==> config.mk <==
export PLATFORM = sky130hd
export DESIGN_NAME = store_buffer_be_flat
export DESIGN_NICKNAME = d
export VERILOG_FILES = /design/src/rtl/store_buffer_be_if.sv /design/src/rtl/store_buffer_be.sv /design/src/flat_wrapper.sv
export SDC_FILE = /design/constraint.sdc
export NUM_CORES = 2
export LEC_CHECK = 0
export CORE_ASPECT_RATIO = 1.2
export CORE_MARGIN = 2
export CORE_UTILIZATION = 60
export CTS_CLUSTER_SIZE = 25
export DETAILED_ROUTE_END_ITERATION = 8
export MAX_ROUTING_LAYER = met4
export PLACE_DENSITY = 0.88
export SETUP_SLACK_MARGIN = 0.05
export SKIP_LAST_GASP = 1
export SYNTH_ARGS = -nofsm -noshare
export SYNTH_HDL_FRONTEND = slang
export SYNTH_SLANG_ARGS = --single-unit
==> constraint.sdc <==
create_clock -name clk -period 8.6 [get_ports clk]
set_clock_uncertainty 0.2 [all_clocks]
set_input_delay 0.86 -clock clk [delete_from_list [all_inputs] [get_ports clk]]
set_output_delay 0.86 -clock clk [all_outputs]
set_load 0.1 [all_outputs]
==> src/rtl/store_buffer_be_if.sv <==
`default_nettype none
// ============================================================================
// Module   : store_buffer_be_if
// Purpose  : Store-push, load-lookup, memory-drain and status bundle for
//            store_buffer_be.
// Revision : 1.0
// ============================================================================
interface store_buffer_be_if #(
  parameter int DATA_BITS  = 32,
  parameter int DATA_BYTES = DATA_BITS / 8,
  parameter int ADDR_BITS  = 32,
  parameter int IDX_BITS   = 3
);
  logic                  flush;
  logic                  push_valid;
  logic [ADDR_BITS-1:0]  push_addr;
  logic [DATA_BITS-1:0]  push_data;
  logic [DATA_BYTES-1:0] push_be;
  logic                  push_ready;
  logic                  ld_valid;
  logic [ADDR_BITS-1:0]  ld_addr;
  logic [DATA_BYTES-1:0] ld_be;
  logic [DATA_BITS-1:0]  ld_data;
  logic                  ld_hit;
  logic                  ld_partial;
  logic                  mem_req;
  logic [ADDR_BITS-1:0]  mem_addr;
  logic [DATA_BITS-1:0]  mem_data;
  logic [DATA_BYTES-1:0] mem_be;
  logic                  mem_ack;
  logic [IDX_BITS:0]     count;
  logic                  empty;
  logic                  full;

  modport master (
    output flush, push_valid, push_addr, push_data, push_be,
    output ld_valid, ld_addr, ld_be, mem_ack,
    input  push_ready, ld_data, ld_hit, ld_partial,
    input  mem_req, mem_addr, mem_data, mem_be, count, empty, full
  );

  modport slave (
    input  flush, push_valid, push_addr, push_data, push_be,
    input  ld_valid, ld_addr, ld_be, mem_ack,
    output push_ready, ld_data, ld_hit, ld_partial,
    output mem_req, mem_addr, mem_data, mem_be, count, empty, full
  );
endinterface
`default_nettype wire

==> src/rtl/store_buffer_be.sv <==
`default_nettype none
// ============================================================================
// Module   : store_buffer_be
// Purpose  : Circular store buffer with byte enables, youngest-entry
//            coalescing, in-order drain and byte-granular load forwarding.
// Revision : 1.0
// ============================================================================
module store_buffer_be #(
  parameter int DATA_BITS     = 32,
  parameter int DATA_BYTES    = DATA_BITS / 8,
  parameter int BYTE_IDX_BITS = 2,
  parameter int ADDR_BITS     = 32,
  parameter int DEPTH         = 8,
  parameter int IDX_BITS      = 3,
  parameter int COALESCE      = 1
) (
  input  wire logic        clk,
  input  wire logic        rst,
  store_buffer_be_if.slave bus
);
  localparam int WORD_BITS = ADDR_BITS - BYTE_IDX_BITS;
  localparam logic [IDX_BITS:0]   c_depth = (IDX_BITS+1)'(DEPTH);
  localparam logic [IDX_BITS:0]   c_two   = (IDX_BITS+1)'(2);
  localparam logic [IDX_BITS-1:0] c_one   = IDX_BITS'(1);

  logic [DEPTH-1:0]      r_valid;
  logic [WORD_BITS-1:0]  r_word [DEPTH];
  logic [DATA_BITS-1:0]  r_data [DEPTH];
  logic [DATA_BYTES-1:0] r_be   [DEPTH];
  logic [IDX_BITS-1:0]   r_head;
  logic [IDX_BITS-1:0]   r_tail;
  logic [IDX_BITS:0]     r_count;

  logic [WORD_BITS-1:0]  w_push_word;
  logic [WORD_BITS-1:0]  w_ld_word;
  logic [IDX_BITS-1:0]   w_young;
  logic                  w_full;
  logic                  w_match;
  logic                  w_ready;
  logic                  w_push;
  logic                  w_alloc;
  logic                  w_pop;
  logic [IDX_BITS-1:0]   w_slot;
  logic [DATA_BYTES-1:0] w_cov;
  logic [DATA_BITS-1:0]  w_fwd;
  logic [DATA_BITS-1:0]  w_ld_mask;
  logic                  w_hit;

  assign w_push_word = bus.push_addr[ADDR_BITS-1:BYTE_IDX_BITS];
  assign w_ld_word   = bus.ld_addr[ADDR_BITS-1:BYTE_IDX_BITS];
  assign w_young     = r_tail - c_one;
  assign w_full      = (r_count == c_depth);

  // count>=2 keeps a merge out of the head entry that memory may be reading.
  assign w_match = (COALESCE != 0) && (r_count >= c_two) &&
                   (r_word[w_young] == w_push_word);
  assign w_ready = w_match || !w_full;
  assign w_push  = bus.push_valid && w_ready && (bus.push_be != '0);
  assign w_alloc = w_push && !w_match;
  assign w_pop   = bus.mem_ack && (r_count != '0);

  always_ff @(posedge clk) begin
    if (rst || bus.flush) begin
      r_valid <= '0;
      r_head  <= '0;
      r_tail  <= '0;
      r_count <= '0;
    end else begin
      if (w_pop) begin
        r_valid[r_head] <= 1'b0;
        r_head          <= r_head + c_one;
      end
      if (w_alloc) begin
        r_valid[r_tail] <= 1'b1;
        r_tail          <= r_tail + c_one;
      end
      case ({w_alloc, w_pop})
        2'b10:   r_count <= r_count + 1'b1;
        2'b01:   r_count <= r_count - 1'b1;
        default: r_count <= r_count;
      endcase
    end
  end

  always_ff @(posedge clk) begin
    if (!rst && !bus.flush && w_push) begin
      if (w_alloc) begin
        r_word[r_tail] <= w_push_word;
        r_data[r_tail] <= bus.push_data;
        r_be[r_tail]   <= bus.push_be;
      end else begin
        for (int b = 0; b < DATA_BYTES; b++) begin
          if (bus.push_be[b]) begin
            r_data[w_young][b*8 +: 8] <= bus.push_data[b*8 +: 8];
          end
        end
        r_be[w_young] <= r_be[w_young] | bus.push_be;
      end
    end
  end

  // Oldest-to-youngest walk so later matches overwrite earlier ones.
  always_comb begin
    w_cov  = '0;
    w_fwd  = '0;
    w_slot = r_head;
    for (int k = 0; k < DEPTH; k++) begin
      w_slot = r_head + IDX_BITS'(k);
      if (r_valid[w_slot] && (r_word[w_slot] == w_ld_word)) begin
        for (int b = 0; b < DATA_BYTES; b++) begin
          if (r_be[w_slot][b]) begin
            w_cov[b]          = 1'b1;
            w_fwd[b*8 +: 8]   = r_data[w_slot][b*8 +: 8];
          end
        end
      end
    end
  end

  for (genvar g = 0; g < DATA_BYTES; g++) begin : g_lane_mask
    assign w_ld_mask[g*8 +: 8] = {8{bus.ld_be[g]}};
  end

  assign w_hit = bus.ld_valid && (bus.ld_be != '0) &&
                 ((w_cov & bus.ld_be) == bus.ld_be);

  assign bus.ld_hit     = w_hit;
  assign bus.ld_partial = bus.ld_valid && ((w_cov & bus.ld_be) != '0) && !w_hit;
  assign bus.ld_data    = bus.ld_valid ? (w_fwd & w_ld_mask) : '0;

  assign bus.push_ready = w_ready;
  assign bus.mem_req    = r_valid[r_head];
  assign bus.mem_addr   = r_valid[r_head] ?
                          {r_word[r_head], {BYTE_IDX_BITS{1'b0}}} : '0;
  assign bus.mem_data   = r_valid[r_head] ? r_data[r_head] : '0;
  assign bus.mem_be     = r_valid[r_head] ? r_be[r_head] : '0;
  assign bus.count      = r_count;
  assign bus.empty      = (r_count == '0);
  assign bus.full       = w_full;
endmodule
`default_nettype wire

==> src/flat_wrapper.sv <==
// flat-port wrapper written by rule: the top's interface ports become plain ports
module store_buffer_be_flat 
#(
  parameter int DATA_BITS     = 32,
  parameter int DATA_BYTES    = DATA_BITS / 8,
  parameter int BYTE_IDX_BITS = 2,
  parameter int ADDR_BITS     = 32,
  parameter int DEPTH         = 8,
  parameter int IDX_BITS      = 3,
  parameter int COALESCE      = 1
)
  (clk, rst, bus_flush, bus_push_valid, bus_push_addr, bus_push_data, bus_push_be, bus_ld_valid, bus_ld_addr, bus_ld_be, bus_mem_ack, bus_push_ready, bus_ld_data, bus_ld_hit, bus_ld_partial, bus_mem_req, bus_mem_addr, bus_mem_data, bus_mem_be, bus_count, bus_empty, bus_full);
  store_buffer_be_if #(.DATA_BITS(DATA_BITS), .DATA_BYTES(DATA_BYTES), .ADDR_BITS(ADDR_BITS), .IDX_BITS(IDX_BITS)) bus_i ();
  input  wire logic clk;
  input  wire logic rst;
  input wire logic [$bits(bus_i.flush)-1:0] bus_flush;
  input wire logic [$bits(bus_i.push_valid)-1:0] bus_push_valid;
  input wire logic [$bits(bus_i.push_addr)-1:0] bus_push_addr;
  input wire logic [$bits(bus_i.push_data)-1:0] bus_push_data;
  input wire logic [$bits(bus_i.push_be)-1:0] bus_push_be;
  input wire logic [$bits(bus_i.ld_valid)-1:0] bus_ld_valid;
  input wire logic [$bits(bus_i.ld_addr)-1:0] bus_ld_addr;
  input wire logic [$bits(bus_i.ld_be)-1:0] bus_ld_be;
  input wire logic [$bits(bus_i.mem_ack)-1:0] bus_mem_ack;
  output wire logic [$bits(bus_i.push_ready)-1:0] bus_push_ready;
  output wire logic [$bits(bus_i.ld_data)-1:0] bus_ld_data;
  output wire logic [$bits(bus_i.ld_hit)-1:0] bus_ld_hit;
  output wire logic [$bits(bus_i.ld_partial)-1:0] bus_ld_partial;
  output wire logic [$bits(bus_i.mem_req)-1:0] bus_mem_req;
  output wire logic [$bits(bus_i.mem_addr)-1:0] bus_mem_addr;
  output wire logic [$bits(bus_i.mem_data)-1:0] bus_mem_data;
  output wire logic [$bits(bus_i.mem_be)-1:0] bus_mem_be;
  output wire logic [$bits(bus_i.count)-1:0] bus_count;
  output wire logic [$bits(bus_i.empty)-1:0] bus_empty;
  output wire logic [$bits(bus_i.full)-1:0] bus_full;
  assign bus_i.flush = bus_flush;
  assign bus_i.push_valid = bus_push_valid;
  assign bus_i.push_addr = bus_push_addr;
  assign bus_i.push_data = bus_push_data;
  assign bus_i.push_be = bus_push_be;
  assign bus_i.ld_valid = bus_ld_valid;
  assign bus_i.ld_addr = bus_ld_addr;
  assign bus_i.ld_be = bus_ld_be;
  assign bus_i.mem_ack = bus_mem_ack;
  assign bus_push_ready = bus_i.push_ready;
  assign bus_ld_data = bus_i.ld_data;
  assign bus_ld_hit = bus_i.ld_hit;
  assign bus_ld_partial = bus_i.ld_partial;
  assign bus_mem_req = bus_i.mem_req;
  assign bus_mem_addr = bus_i.mem_addr;
  assign bus_mem_data = bus_i.mem_data;
  assign bus_mem_be = bus_i.mem_be;
  assign bus_count = bus_i.count;
  assign bus_empty = bus_i.empty;
  assign bus_full = bus_i.full;
  store_buffer_be #(.DATA_BITS(DATA_BITS), .DATA_BYTES(DATA_BYTES), .BYTE_IDX_BITS(BYTE_IDX_BITS), .ADDR_BITS(ADDR_BITS), .DEPTH(DEPTH), .IDX_BITS(IDX_BITS), .COALESCE(COALESCE)) u_core (.clk(clk), .rst(rst), .bus(bus_i));
endmodule
# == Yosys cells after proc, flatten, opt, wreduce, memory -nomap -nowiden ==
# Memories as Yosys holds them, arrays and structs flattened. A register that Yosys moved wholly into a read port is not among the register bits.
# Cells that the tools add are included.
# word_totals
latchBits,0
word_cells,227
romBits,0
memories,3
regBits,18
ramBits,528
# classes
eq_ne,13
n_lt_le_gt_ge,12
n_mux,142
n_addsub,11
n_shift,0
n_div,0
bitwise,6
reduce_logical,36
n_mul,0
# mem_list
memory,depth,width,read_ports,rd_clocked_by_memory_dff,wr,line_no,rtl
u_core.r_data,8,32,8,1,1,store_buffer_be.sv:28,logic [DATA_BITS-1:0] r_data [DEPTH];
u_core.r_word,8,30,9,1,1,store_buffer_be.sv:27,logic [WORD_BITS-1:0] r_word [DEPTH];
u_core.r_be,8,4,9,1,1,store_buffer_be.sv:29,logic [DATA_BYTES-1:0] r_be [DEPTH];
# ops
op,n
32-bit 2-to-1 mux,12
8-bit 2-to-1 mux,35
30-bit equality test,9
1-bit 2-to-1 mux,65
4-bit 2-to-1 mux,11
3-bit by 4-bit less-than comparator with 1-bit output (second input constant),9
32-bit AND,1
32-bit OR reduction,1
1-bit binary-select mux with 3-bit select,8
3-bit 2-to-1 mux,8
1-bit logical AND,21
4-bit nonzero test,4
3-bit adder (second input constant),4
8-bit AND,1
8-bit NOT,1
8-bit bitwise OR,1
4-bit case mux with 2 select lines,1
3-bit by 1-bit adder with 3-bit output (second input constant),2
3-bit by 2-bit adder with 3-bit output (second input constant),2
1-bit demux with 3-bit select,2
3-bit by 1-bit greater-or-equal comparator with 1-bit output (second input constant),2
1-bit zero test,5
4-bit by 1-bit adder with 4-bit output (second input constant),1
4-bit AND,1
12 further kinds,13

# == Depth between registers and ports, before layout ==
# depth
depth_word,23
ltp_mapped,26
ltp_nobuf,17

# == Worst setup path after synthesis ==
# Ideal clock, no wire load.
# synth_timing
kind,flip-flop to output port
start,reg u_core.r_head[1]
end,out bus_ld_data[16]
t_arrival_ns,7.109
setup_slack_ns,0.431
stages_incl_launch_ff,23
path_buffers,9
path_cell_list,dfxtp_1 > buf_2 > buf_4 > buf_2 > buf_2 > clkinv_1 > ha_1 > buf_4 > buf_6 > buf_2 > buf_1 > mux4_2 > nand2_1 > nand3_1 > a222oi_1 > nand4_1 > or2_1 > a2111oi_2 > buf_2 > nand2_1 > a31oi_1 > o21ai_1 > a21boi_0
# synth_via
elab_chain_len,20
# synth_lines
item,line_no,rtl
from (decl),store_buffer_be.sv:30,logic [IDX_BITS-1:0] r_head;
from (signal assigned),store_buffer_be.sv:71,r_head <= r_head + c_one;
"parallel branches: the longest is 17 deep, another holds memory read 8 x 30 bit",n/a,
32-bit 2-to-1 mux (*),store_buffer_be.sv:109,if (r_valid[w_slot] && (r_word[w_slot] == w_ld_word)) begin
32-bit AND (*),store_buffer_be.sv:129,assign bus.ld_data = bus.ld_valid ? (w_fwd & w_ld_mask) : '0;
32-bit 2-to-1 mux (*),store_buffer_be.sv:129,
to (decl),flat_wrapper.sv:26,output wire logic [$bits(bus_i.ld_data)-1:0] bus_ld_data;
# Every way passes the cells marked *. The select of a mux whose other input is x is not followed.

# == Final worst setup path ==
# layout_timing
start,reg u_core.r_head[0]
end,out bus_ld_partial
# layout_via
elab_chain_len,23
# layout_lines
item,line_no,rtl
"parallel branches: the longest is 17 deep, another holds memory read 8 x 30 bit",n/a,
4-bit 2-to-1 mux (*),store_buffer_be.sv:109,
4-bit AND (*),"store_buffer_be.sv:125, store_buffer_be.sv:128",
4-bit equality test,store_buffer_be.sv:125,((w_cov & bus.ld_be) == bus.ld_be);
1-bit logical AND,store_buffer_be.sv:124,assign w_hit = bus.ld_valid && (bus.ld_be != '0) &&
1-bit zero test,store_buffer_be.sv:128,assign bus.ld_partial = bus.ld_valid && ((w_cov & bus.ld_be) != '0) && !w_hit;
1-bit logical AND (*),store_buffer_be.sv:128,
to (decl),flat_wrapper.sv:28,output wire logic [$bits(bus_i.ld_partial)-1:0] bus_ld_partial;
# Marks and branches as above.

==> flow_summary_export.csv <==
group,metric,value,unit
status,outcome,"completed",
setup_path,crit_path_max_fanout,38,
setup_path,critPathRequiredTime,7.54,ns
cells_and_area,post-route-util,66.8,%
worst_hold_path,worst_hold_path_type,"reg -> reg",
setup_path,critPathLaunchType,"register",
setup_path,worstSetupPathType,"reg -> out",
detailed_routing,drt_iter0_drc,8824,
logic_synthesis,synth_fa_ha_area_share,0.306,%
logic_synthesis,synth_common_cells,"mux4_2 (707), edfxtp_1 (528), mux2i_1 (459)",
timing,slew_headroom,7.98,%
logic_synthesis,seq_area_frac_synth,31.6,%
timing,final.min_clock_period,8.59,ns
grt,grt_pass1_vias,42600,
die,rows,117,
timing,setup_viol,0,
cts,cts_tree,"built",
logic_synthesis,synthTopCellsByArea,"mux4_2 (31%), edfxtp_1 (31%), mux2i_1 (8.9%)",
timing,finalMaxSlewViolations,0,
die,io_pins,220,
logic_synthesis,synth_top_area_share,30.9,%
placed_design,io_buffers,213,
setup_path,critPathMaxStageDelay,0.76,ns
timing,rsz0062_at_grt,"false",
timing,tightest_slew,1.38,ns
cts,cts_hold_buf,0,
placed_design,gp_congestion,1.16,
logic_synthesis,synth_edf_count,528,
die,dieArea,0.0881,mm²
detailed_routing,routed_wl,206000,µm
timing,hold_violations,0,
job,cap_violations,0,
grt,overflow,0,
setup_path,critPathArrivalTime,7.53,ns
logic_synthesis,syn_inst,4128,
power,ir_worst_vdd,0.000221,V
cts,cts_setup_buffers,0,
timing,setup_tns,0,ns
logic_synthesis,yosysTopAreaCell,"mux4_2",
logic_synthesis,synth-xor-area-share,3.52,%
cells_and_area,syn_to_final_growth,10.3,%
cts,cts-resized-gates,0,
detailed_routing,vias,44800,
die,die_w,271,µm
logic_synthesis,synth_compound_area_share,9.17,%
logic_synthesis,synthSimpleGateAreaFrac,9.11,%
cts,numCtsBuffers,55,
setup_path,path_cells,"clkinv_2, ha_4, buf_12, mux2i_1, mux2_2, nor3_1, nor4_1, nand4_1, or2_1, a2111oi_2, buf_4, nand2b_1, nor4_1, a2111oi_4, a211oi_2, buf_12",
logic_synthesis,synth.cell_area,0.0515,mm²
setup_path,end_kind,"output pin",
timing,fin_hold_ws,0.363,ns
detailed_routing,ant_nets,0,
cts,h-tree-depth,2,
timing,post-route-period-util,99.9,%
logic_synthesis,ys_ff_latch,549,
power,p_leak,0.0174,µW
logic_synthesis,synth_top_family_by_area,"multiplexers",
cells_and_area,stdcell_count,5345,
setup_path,critPathTopFamily,"simple AND/OR/NAND/NOR gates",
logic_synthesis,synth_area_per_cell,12.5,µm²
detailed_routing,drc,0,
logic_synthesis,yosysUniqueCellTypes,103,
grt,antenna_found_initial,16,
grt,grt_max_degree,103,
cts,clk_pin_slew_worst_paths,0.07,ns
worst_hold_path,min_path_cells,2,
cts,worst_skew_pair.late_latency,0.67,ns
placed_design,dp_cells,5221,
logic_synthesis,synthArstFlopShare,0,%
setup_path,cp.depth,16,
detailed_routing,dr.pass1.iters,8,
cts,clock_path_buffers,3,
power,totalPowerFinal,6660,µW
logic_synthesis,yosysMostFrequentCell,"mux4_2",
detailed_routing,avgViaCountPerCell,8.38,
setup_path,crit_buf_inv,4,
logic_synthesis,synth-warning-count,0,
die,core_area,0.0849,mm²
power,powerDensity,117,mW/mm²
cells_and_area,nNetsFinal,4270,
cts,cts-root-buf,"clkbuf_16",
grt,grt_pass1_wl,296000,µm
grt,track_usage,47.6,%
logic_synthesis,synth_ff_type,"edfxtp_1",
die,start_util,60.6,%
placed_design,place_hpwl,144000,µm
logic_synthesis,synthMuxAreaShare,42.2,%
setup_path,reg2regPathDepth,12,
timing,fmax,116,MHz
cells_and_area,drive_gt1_share,27.2,%
detailed_routing,wl_per_cell,38.5,µm
cts,clkSinkCount,549,
setup_path,critPathSlowestCell,"nor4_1",
die,dieHeight,325,µm
## state kept, by name, summed over array words and instances, names as in the netlist, named ones only
signal	count
u_core.r_valid	8
u_core.r_word	240
u_core.r_data	256
u_core.r_head	3
u_core.r_be	32
u_core.bus.count	4
u_core.r_tail	3
## worst min-delay path, cell delays in order (launching register included)
cell and delay [ns]:
dfxtp_1 0.36, o21ai_0 0.10, a21oi_1 0.06
## per-layer routing
metal / up-vias / wire, µm / GRT usage [%]
li1: 17000 / - / -
met4: 0 / 22400 / 38.2
met5: - / 0 / -
met1: 21400 / 61000 / 54.2
met3: 1441 / 30000 / 13.1
met2: 5000 / 92400 / 70.6
## final timing paths
kind	slack, ns	startpoint	to
worst max-delay path	0.01	u_core.r_head[0]$_SDFFE_PP0P_	bus_ld_partial
worst min-delay path	0.36	u_core.bus.count[3]$_SDFFE_PP0P_	u_core.bus.count[3]$_SDFFE_PP0P_
worst max register to register	0.80	u_core.r_tail[0]$_SDFFE_PP0P_	u_core.r_data[3][24]$_DFFE_PP_
worst min register to register	0.36	u_core.bus.count[3]$_SDFFE_PP0P_	u_core.bus.count[3]$_SDFFE_PP0P_
## cell families after synthesis
| logic type | count (synthesis) |
|---|---|
| AO/OA/AOI/OAI | 679 |
| XOR/XNOR | 205 |
| adder cells (fa/ha/maj) | 12 |
| buffers and inverters | 425 |
| flip-flops | 549 |
| multiplexers | 1264 |
| other | 1 |
| AND/OR/NAND/NOR | 993 |
## cells in the final DEF, fill, tap and decap left out, drive strengths merged, types with 20 or more instances in the layout
| master | instances |
|---|---|
| o2111ai | 25 |
| dfxtp | 21 |
| nand2b | 28 |
| and3 | 33 |
| mux2i | 459 |
| inv | 37 |
| mux2 | 93 |
| o21a | 21 |
| buf | 163 |
| a22oi | 81 |
| nor4 | 40 |
| o22ai | 45 |
| clkbuf | 64 |
| or3 | 21 |
| a211o | 20 |
| mux4 | 712 |
| nor3 | 54 |
| nand4 | 48 |
| edfxtp | 528 |
| nand2 | 400 |
| clkdlybuf4s50 | 178 |
| and2 | 31 |
| a221oi | 26 |
| nand3 | 50 |
| a31oi | 40 |
| clkinv | 32 |
| nor2 | 221 |
| o21ai | 110 |
| diode | 20 |
| a211oi | 33 |
| a21oi | 134 |
| xnor2 | 188 |
## final cells by class
| class | count | area (µm²) |
|---|---|---|
| clock inverters | 40 | 418 |
| inverters | 46 | 175 |
| diodes | 20 | 50.0 |
| clock buffers | 64 | 1500 |
| fillers | 5812 | 28200 |
| repair buffers | 341 | 3620 |
| well taps | 1130 | 1410 |
| flip-flops and latches | 549 | 16300 |
| multi-input cells | 3155 | 33300 |
## through the flow
step | worst slack, ns | area (µm²)
2_1_floorplan | 0.431 | 51500
3_3_place_gp | 1.27 | 54800
4_1_cts | 0.426 | 56700
6_report | 0.0127 | 56800
5_1_grt | 0.0546 | 56700
3_5_place_dp | 1.16 | 54800
## where the power goes
part	total (µW)	internal (µW)	switching, µW
combinational	1120	401	719
clock	2570	1420	1150
sequential	2970	2940	27.2
total	6660	4760	1900
Note: power is estimated with default switching activity, not from simulation.
